`src/rtl/top_pkg.sv`:
```
// Shared constants and types for the packed-BCD adder.
package top_pkg;
  localparam int unsigned BCD_DIGIT_W    = 4;
  localparam int unsigned BCD_MAX        = 9;
  localparam int unsigned BCD_CORRECTION = 6;

  typedef logic [BCD_DIGIT_W-1:0] bcd_digit_t;
endpackage

```
`src/rtl/bcd_digit_adder.sv`:
```
// One-digit BCD adder with decimal carry; optional non-BCD operand flag
// when TOP_INVALID_DETECT_EN is defined.
module bcd_digit_adder
  import top_pkg::*;
(
  input  bcd_digit_t a,
  input  bcd_digit_t b,
  input  logic       ci,
`ifdef TOP_INVALID_DETECT_EN
  output logic       bad,
`endif
  output bcd_digit_t s,
  output logic       co
);
  localparam int unsigned SUM_W = BCD_DIGIT_W + 1;

  logic [SUM_W-1:0] w_sum;

  // Binary sum ranges 0..31; anything above 9 is corrected by +6 mod 16.
  assign w_sum = SUM_W'(a) + SUM_W'(b) + SUM_W'(ci);
  assign co    = (w_sum > SUM_W'(BCD_MAX));
  assign s     = co ? (w_sum[BCD_DIGIT_W-1:0] + BCD_DIGIT_W'(BCD_CORRECTION))
                    : w_sum[BCD_DIGIT_W-1:0];

`ifdef TOP_INVALID_DETECT_EN
  assign bad = (a > BCD_DIGIT_W'(BCD_MAX)) || (b > BCD_DIGIT_W'(BCD_MAX));
`endif
endmodule

```
`src/rtl/top.sv`:
```
// Registered multi-digit packed-BCD adder built as a ripple of digit adders.
// Optional feature macro: TOP_INVALID_DETECT_EN adds the registered invalid flag.
module top
  import top_pkg::*;
#(
  parameter int unsigned DIGITS = 3
) (
  input  logic                        clk,
  input  logic                        rst,
  input  logic [BCD_DIGIT_W*DIGITS-1:0] inputA,
  input  logic [BCD_DIGIT_W*DIGITS-1:0] inputB,
  input  logic                        cin,
`ifdef TOP_INVALID_DETECT_EN
  output logic                        invalid,
`endif
  output logic [BCD_DIGIT_W*DIGITS-1:0] result,
  output logic                        cout
);
  localparam int unsigned W = BCD_DIGIT_W * DIGITS;

  logic [DIGITS:0] w_carry;
  logic [W-1:0]    w_sum;
  logic [W-1:0]    r_result;
  logic            r_cout;
`ifdef TOP_INVALID_DETECT_EN
  logic [DIGITS-1:0] w_bad;
  logic              r_invalid;
`endif

  assign w_carry[0] = cin;

  // Carry chain: digit i consumes carry i and produces carry i+1.
  for (genvar i = 0; i < DIGITS; i++) begin : g_digit
    bcd_digit_adder u_digit (
      .a  (inputA[i*BCD_DIGIT_W +: BCD_DIGIT_W]),
      .b  (inputB[i*BCD_DIGIT_W +: BCD_DIGIT_W]),
      .ci (w_carry[i]),
`ifdef TOP_INVALID_DETECT_EN
      .bad(w_bad[i]),
`endif
      .s  (w_sum[i*BCD_DIGIT_W +: BCD_DIGIT_W]),
      .co (w_carry[i+1])
    );
  end

  // Single output stage; reset discards the operands of that cycle.
  always_ff @(posedge clk) begin
    if (rst) begin
      r_result <= '0;
      r_cout   <= 1'b0;
`ifdef TOP_INVALID_DETECT_EN
      r_invalid <= 1'b0;
`endif
    end else begin
      r_result <= w_sum;
      r_cout   <= w_carry[DIGITS];
`ifdef TOP_INVALID_DETECT_EN
      r_invalid <= |w_bad;
`endif
    end
  end

  assign result = r_result;
  assign cout   = r_cout;
`ifdef TOP_INVALID_DETECT_EN
  assign invalid = r_invalid;
`endif
endmodule

```
`config.mk`:
```
export PLATFORM = sky130hd
export DESIGN_NAME = top
export DESIGN_NICKNAME = d
export VERILOG_FILES = /design/src/rtl/top_pkg.sv /design/src/rtl/bcd_digit_adder.sv /design/src/rtl/top.sv
export SDC_FILE = /design/constraint.sdc
export NUM_CORES = 1
export LEC_CHECK = 0
export CAP_MARGIN = 15
export CORE_UTILIZATION = 43
export DETAILED_ROUTE_END_ITERATION = 8
export PLACE_DENSITY = 0.89
export RECOVER_POWER = 50
export SLEW_MARGIN = 20
export SYNTH_ARGS = -nofsm -noshare
export SYNTH_HDL_FRONTEND = slang
export SYNTH_HIERARCHICAL = 1
export SYNTH_SLANG_ARGS = --single-unit
```
`constraint.sdc`:
```
create_clock -name clk -period 7.7 [get_ports clk]
set_clock_uncertainty 0.1 [all_clocks]
set_input_delay 1.155 -clock clk [delete_from_list [all_inputs] [get_ports clk]]
set_output_delay 1.155 -clock clk [all_outputs]
set_load 0.01 [all_outputs]
```
# Word-level counts from Yosys, hierarchy flattened
# Index checks and enable logic that the tools add are counted.
[word_totals]
ff_bits = 13
inputBits = 27
output_inout_bits = 13
elab_cells = 17
[classes]
n_addsub = 9
n_lt_le_gt_ge = 3
muxes = 3
[op_table]
columns = ["op", "count"]
rows = [
  ["$add A4 B4 Y5", 3],
  ["$add A5 B1 Y5", 3],
  ["$gt A5 B4 Y1 const B", 3],
  ["$add A4 B3 Y4 const B", 3],
  ["$mux W4", 3],
]

# Logic depth before layout (Yosys ltp)
# Gate-level depths: netlist of the first run.
[logic_depth]
ltp_word = 8
ltp_mapped = 20
depth_no_buf = 20

# By module
# The synthesis of the first run kept the hierarchy.
[modules_own_cells]
columns = ["mod", "n_inst", "cells_each", "area_each_um2", "seq_area_each_um2"]
rows = [
  ["bcd_digit_adder", 3, 22, 211.5, 0.0],
  ["top", 1, 27, 395.4, 260.2],
]

# Least setup slack after synthesis of the first run
# No wires, ideal clock.
[synth_path]
path_kind = "input port to flip-flop"
startpoint = "input inputA[0]"
endpoint = "register r_result[11], in the netlist result[11]"
setup_time_ns = 0.116
t_arrival_ns = 6.229
required_ns = 7.484
path_slack_ns = 1.255
stages = 20
n_path_buf = 0
path_cell_list = "fa_1 fa_1 xnor2_1 ha_1 a31o_1 o31ai_4 fa_1 fa_1 xnor2_1 ha_1 a31o_1 o31ai_4 fa_1 fa_1 xnor2_1 ha_1 a31o_1 a2111oi_0 nor2b_1 and2b_2"
[synth_between]
elab_chain_len = 8
[synth_rtl]
columns = ["item", "line", "text"]
rows = [
  ["start, declared", "top.sv:10", "input logic [BCD_DIGIT_W*DIGITS-1:0] inputA,"],
  ["$add A4 B4 Y5 *", "bcd_digit_adder.sv:20", "assign w_sum = SUM_W'(a) + SUM_W'(b) + SUM_W'(ci);"],
  ["$add A5 B1 Y5 *", "bcd_digit_adder.sv:20", ""],
  ["$gt A5 B4 Y1 *", "bcd_digit_adder.sv:21", "assign co = (w_sum > SUM_W'(BCD_MAX));"],
  ["named net w_carry[1]", "top.sv:21", "logic [DIGITS:0] w_carry;"],
  ["$add A5 B1 Y5 *", "bcd_digit_adder.sv:20", ""],
  ["$gt A5 B4 Y1 *", "bcd_digit_adder.sv:21", ""],
  ["named net w_carry[2]", "top.sv:21", ""],
  ["$add A5 B1 Y5 *", "bcd_digit_adder.sv:20", ""],
  ["$add A4 B3 Y4 / $gt A5 B4 Y1 (equally long branches)", "bcd_digit_adder.sv:22, bcd_digit_adder.sv:21", ""],
  ["$mux W4 *", "bcd_digit_adder.sv:22", "assign s = co ? (w_sum[BCD_DIGIT_W-1:0] + BCD_DIGIT_W'(BCD_CORRECTION))"],
  ["named net w_sum[11]", "top.sv:22", "logic [W-1:0] w_sum;"],
  ["end signal, assigned", "top.sv:55", "r_result <= w_sum;"],
  ["end, declared", "top.sv:23", "logic [W-1:0] r_result;"],
]
# The timed path passes the listed nets; every way through them passes the cells marked *.
# A chain may end at the register's enable or synchronous reset.

# Worst setup path in the final report of the first run
# Ends and elaborated chain as after synthesis.

==> results of run 1 <==
[logic make-up after synthesis]
kind of cell / Yosys count / share of synthesized area
compound gates: 24 / 0.200
simple gates: 22 / 0.171
fa+ha+maj: 18 / 0.262
flops: 13 / 0.253
buf+inv: 7 / 0.0328
xor+xnor: 6 / 0.0510
mux: 3 / 0.0292
[state kept, by name, indices dropped and copies added (netlist names)]
signal  cells
cout        1
result     12
[layout by cell type, fill, tap and decap left out, drive strengths merged]
| cell type | netlist | final |
|---|---|---|
| dlygate4sd3 | 0 | 12 |
| a21o | 3 | 3 |
| nor2b | 13 | 13 |
| o22ai | 3 | 3 |
| xnor2 | 6 | 6 |
| dfxtp | 13 | 13 |
| and3 | 3 | 3 |
| a31o | 3 | 3 |
| clkdlybuf4s50 | 0 | 27 |
| mux2i | 3 | 3 |
| inv | 6 | 6 |
| o31ai | 3 | 3 |
| a2111oi | 3 | 3 |
| nand3 | 3 | 3 |
| fa | 6 | 6 |
| clkbuf | 0 | 4 |
| and2b | 3 | 3 |
| ha | 12 | 12 |
| a21oi | 9 | 9 |
[how the worst max path moves through the flow]
stage                     startpoint         end  slack [ns]  cells past startpoint
after CTS                  inputA[0]  result[11]        0.61                     21
after floorplan            inputA[0]  result[11]        1.25                     20
after detailed placement   inputA[0]  result[11]        0.35                     21
after global placement     inputA[0]  result[11]        0.55                     21
after global routing       inputA[0]  result[11]        0.23                     21
final                      inputA[0]  result[11]        0.60                     21
[metrics by stage]
stage               utilization  cell area [um2]  hold WS (ns)
floorplan                     -             1030          1.26
CTS                       0.658             1470          1.59
finish                    0.658             1470          1.61
global placement          0.646             1440          1.79
global route              0.658             1470          1.62
detailed placement        0.646             1440          1.79
[layout make-up]
type                    instances  area (um2)
fillers                       193         763
repair buffers                 39         390
well taps                      28        35.0
flip-flops and latches         13         260
multi-input cells              73         736
clock buffers                   4        26.3
inverters                       6        22.5
[where the power goes]
part | internal, W | switching [W] | leakage, nW | total, W
combinational | 0.0000921 | 0.0000709 | 0.511 | 0.000163
sequential | 0.0000833 | 0.00000453 | 0.108 | 0.0000878
clock | 0.0000200 | 0.0000208 | 0.0150 | 0.0000408
[layer usage]
layer,vias up,global-route usage,wire length [um]
met5,-,0,0
met4,0,0.0556,8
met3,2,0.0268,94
met2,30,0.322,1030
met1,388,0.186,799
li1,416,-,-
[worst max-delay path: stages]
cell,delay [ns]
clkdlybuf4s50_1,0.43
fa_1,0.47
fa_1,0.42
xnor2_1,0.29
ha_1,0.26
a31o_1,0.19
o31ai_4,0.12
fa_1,0.43
fa_1,0.42
xnor2_1,0.27
ha_1,0.24
a31o_1,0.17
o31ai_4,0.11
fa_1,0.43
fa_1,0.43
xnor2_1,0.19
ha_1,0.24
a31o_1,0.23
a2111oi_0,0.41
nor2b_1,0.08
and2b_2,0.19
==> key figures, run 1 <==
Run status
  • Status: completed

Drt
  • DR vias: 836
  • Via-to-Cell Ratio: 5.13
  • 1st-iter DRT viols: 7
  • Post-Route WL: 1.93 mm
  • Pre-antenna DRT Iters: 4
  • Remaining DRCs: 0
  • Routed Antenna Nets: 0
  • Wirelength per Cell: 11.8 um

Synth
  • Post-Synthesis Cells: 93
  • Synth Cell Area: 1030 um2
  • Largest area contributor in the netlist: dfxtp_1
  • Post-synthesis sequential area ratio: 0.253
  • EDFF count, synth: 0
  • Mean Syn Cell Area: 11.1 um2
  • Post-synthesis register bit count: 13
  • Yosys top cell area share: 0.253
  • Ys flop type: dfxtp_1
  • Count leader, synth: dfxtp_1
  • Ys Warns: 6
  • Syn nets: 138
  • Post-synth ARST share: 0
  • Top cells by area, synth: dfxtp_1 (25%), ha_1 (15%), fa_1 (12%), nor2b_2 (6.8%), o31ai_4 (6.2%)
  • Synth top cells by count: dfxtp_1 (13), ha_1 (12), a21oi_1 (9)
  • Netlist cell types: 19

Worst setup path
  • Crit path required time: 7.77 ns
  • Crit. End Element: flip-flop
  • Crit path launch type: input pin
  • Crit path kind: input pin to flip-flop
  • WP data arrival: 7.17 ns
  • Maximum fanout along the worst path: 3

Timing
  • Fin worst setup slack: 0.603 ns
  • Final setup viols: 0
  • Max Clk Rate: 141 MHz
  • Final hold violations: 0
  • Tmin final: 7.10 ns
  • Worst rel slew slack: 0.510
  • Measured slew at the worst slew-check pin: 0.733 ns
  • Final Max Tran Viols: 0
  • Final period utilization: 0.922
  • RSZ-0062 raised after global routing: no
  • Setup TNS: 0 ns

Place
  • Pre-CTS setup slack: 0.355 ns
  • I/O Buffers: 39
  • Gp weighted congestion: 0.769
  • Dpl cells: 159
  • Post-DP HPWL: 1.69 mm

Pwr
  • LEAKAGE: 0.634 nW
  • PD cells: 198 nW/um2
  • Max VDD drop: 0.000107 V
  • Total power: 0.000292 W

Global routing
  • Initial antenna violation count: 0
  • Largest net degree at the start of global routing: 14
  • Wire length of the first global-routing pass: 3.32 mm
  • Gr usage total: 0.169
  • Vias in the first global route: 841
  • Grt total ovfl: 0

Clock tree
  • CTS Sinks: 13
  • Root cell of the clock tree: clkbuf_4
  • CTS Buf Count: 3
  • Hold-fix buffers at CTS: 0
  • Post-CTS setup buffer count: 0
  • Clk slew on worst S/H paths: 0.08 ns
  • CTS Buffer Depth: 2
  • CTS tree: built
  • Post_cts resized: 0
  • CTS H-tree depth: 1

Floorplanning
  • Die X: 50.9 um
  • Initial Utilization: 0.461
  • Ports: 40
  • Row count: 17
  • Core Area: 2230 um2
  • Full die area: 2590 um2
  • Die extent in y: 50.9 um

Hold path
  • Min-delay src: cin
  • Hold EP: result[0]
  • Hold Crit Depth: 3
  • Min-delay worst type: input pin to flip-flop

Finish
  • Final Net Count: 181
  • Layout cells sized above 1: 0.163
  • Layout area overhead: 42.8%
  • Post-Layout Cell Count: 163
  • Ant diodes: 0

Run
  • Maxcap violations: 0
(Power assumes the default switching activity.)
==> run 2, diff against run 1 <==
SKIP_LAST_GASP = 1   (was not set)
==> results of run 2 <==
The final DEF is identical to that of run 1; final timing and power are the same.
==> run 3, diff against run 2 <==
CORE_UTILIZATION = 39   (was 43)
PLACE_DENSITY = 0.86   (was 0.89)
clock period = 6.1 ns   (was 7.7 ns; I/O delays follow)
==> run 3 against run 2 <==
Effect of this change: clock power grew 29%; first-iteration DRC count shrank 43%; combinational power grew 77%.
==> key figures, run 3 (synthesis results as in run 1) <==
Global routing
  • Wire length of the first global-routing pass: 3.38 mm
  • Gr usage total: 0.167
  • Vias in the first global route: 880
  • Initial antenna violation count: 0
  • Largest net degree at the start of global routing: 14
  • Grt total ovfl: 0

Finish
  • Final Core Density: 0.707
  • Max reg flops: 12
  • Commonest cells after routing, fill and taps aside: clkdlybuf4s50_1 (24), buf_4 (23), dfxtp_1 (13)
  • Fill cell count: 201
  • Most common cell after layout, fill and taps aside: clkdlybuf4s50_1
  • FF/Latch Area: 260 um2
  • Area of the multi-input gates: 842 um2
  • Final Net Count: 204
  • Layout area overhead: 70.1%
  • Layout cells sized above 1: 0.405
  • Post-Layout Cell Count: 188
  • Ant diodes: 0

Hold path
  • Min-delay worst type: input pin to flip-flop

Place
  • I/O Buffers: 39
  • Post-DP HPWL: 1.83 mm
  • Dpl cells: 174
  • Pre-CTS setup slack: -0.690 ns
  • Gp weighted congestion: 0.724

Run
  • Maxcap violations: 0

Floorplanning
  • Die X: 53.4 um
  • Row count: 18
  • Full die area: 2850 um2
  • Initial Utilization: 0.416
  • Ports: 40
  • Core Area: 2480 um2
  • Die extent in y: 53.4 um

Clock tree
  • CTS Sinks: 13
  • CTS Buffer Depth: 2
  • CTS H-tree depth: 1
  • CTS tree: built
  • Hold-fix buffers at CTS: 0
  • CTS Buf Count: 3
  • Root cell of the clock tree: clkbuf_4
  • Clk slew on worst S/H paths: 0.07 ns

Drt
  • Pre-antenna DRT Iters: 4
  • Via-to-Cell Ratio: 4.87
  • 1st-iter DRT viols: 4
  • DR vias: 915
  • Remaining DRCs: 0
  • Post-Route WL: 2.29 mm
  • Routed Antenna Nets: 0
  • Wirelength per Cell: 12.2 um

Timing
  • Final setup viols: 0
  • Fin worst setup slack: 0.166 ns
  • Max Clk Rate: 169 MHz
  • Worst rel slew slack: 0.526
  • Setup TNS: 0 ns
  • Tmin final: 5.93 ns
  • Final period utilization: 0.973
  • Final Max Tran Viols: 0
  • Final hold violations: 0
  • Measured slew at the worst slew-check pin: 0.709 ns

Worst setup path
  • Crit path kind: input pin to flip-flop
  • Crit path launch type: input pin
  • WP data arrival: 6.05 ns
  • Crit path required time: 6.21 ns
  • Crit. End Element: flip-flop
  • Maximum fanout along the worst path: 3

Pwr
  • LEAKAGE: 0.773 nW
  • Sw Ratio: 0.324
  • Flop pwr share: 0.244
  • Clk network pwr share: 0.117
  • Sw Pwr: 0.000146 W
  • Max VDD drop: 0.000197 V
  • P_int: 0.000305 W
  • Combinational Power Share: 0.639
  • PD cells: 257 nW/um2
  • Total power: 0.000451 W

Run status
  • Status: completed
[run 3: area by class of cell]
type                    instances  area share
well taps                      30      0.0214
inverters                       6      0.0129
clock buffers                   4      0.0150
repair buffers                 62       0.321
multi-input cells              73       0.481
flip-flops and latches         13       0.149
[run 3: timing repair]
item                                    in CTS  in global routing
pin swaps                                    7                 11
endpoints found under the setup margin       4                  4
gates resized for setup                     11                  9
buffers inserted                             6                  4
[run 3: power groups by stage]
stage               sequential [W]  combinational [W]  clock [W]
floorplan                 0.000123           0.000128          0
global placement          0.000112           0.000240          0
detailed placement        0.000113           0.000248          0
CTS                       0.000111           0.000266  0.0000547
global route              0.000111           0.000315  0.0000579
finish                    0.000110           0.000288  0.0000527
[run 3: per-stage QoR]
stage	instance area (um2)	hold WS, ns
6_report	1750	1.05
5_1_grt	1750	1.07
4_1_cts	1660	1.14
3_5_place_dp	1570	1.55
3_3_place_gp	1570	1.55
2_1_floorplan	1060	1.02
[run 3: worst paths after layout]
| kind | startpoint | end | depth (start not counted) |
|---|---|---|---|
| worst max-delay path | cin | result[10] | 21 |
| worst min-delay path | inputA[0] | result[0] | 3 |
[run 3: metal layers]
layer | routed length (um) | vias up | global-route usage
met2 | 1210 | 37 | 0.342
met4 | 34 | 0 | 0.0789
met1 | 894 | 407 | 0.156
li1 | - | 467 | -
met3 | 149 | 4 | 0.0230
met5 | 0 | - | 0
[run 3: critical path: stages]
cell           delay [ns]
dlygate4sd2_1        0.25
fa_2                 0.41
fa_2                 0.42
xnor2_4              0.23
ha_4                 0.16
a31o_4               0.10
o31ai_4              0.06
fa_2                 0.39
fa_2                 0.40
xnor2_2              0.22
ha_2                 0.23
a31o_4               0.11
o31ai_4              0.07
fa_2                 0.36
fa_2                 0.53
inv_1                0.06
ha_2                 0.18
a31o_4               0.23
o31ai_4              0.33
mux2i_1              0.21
nor2b_2              0.14
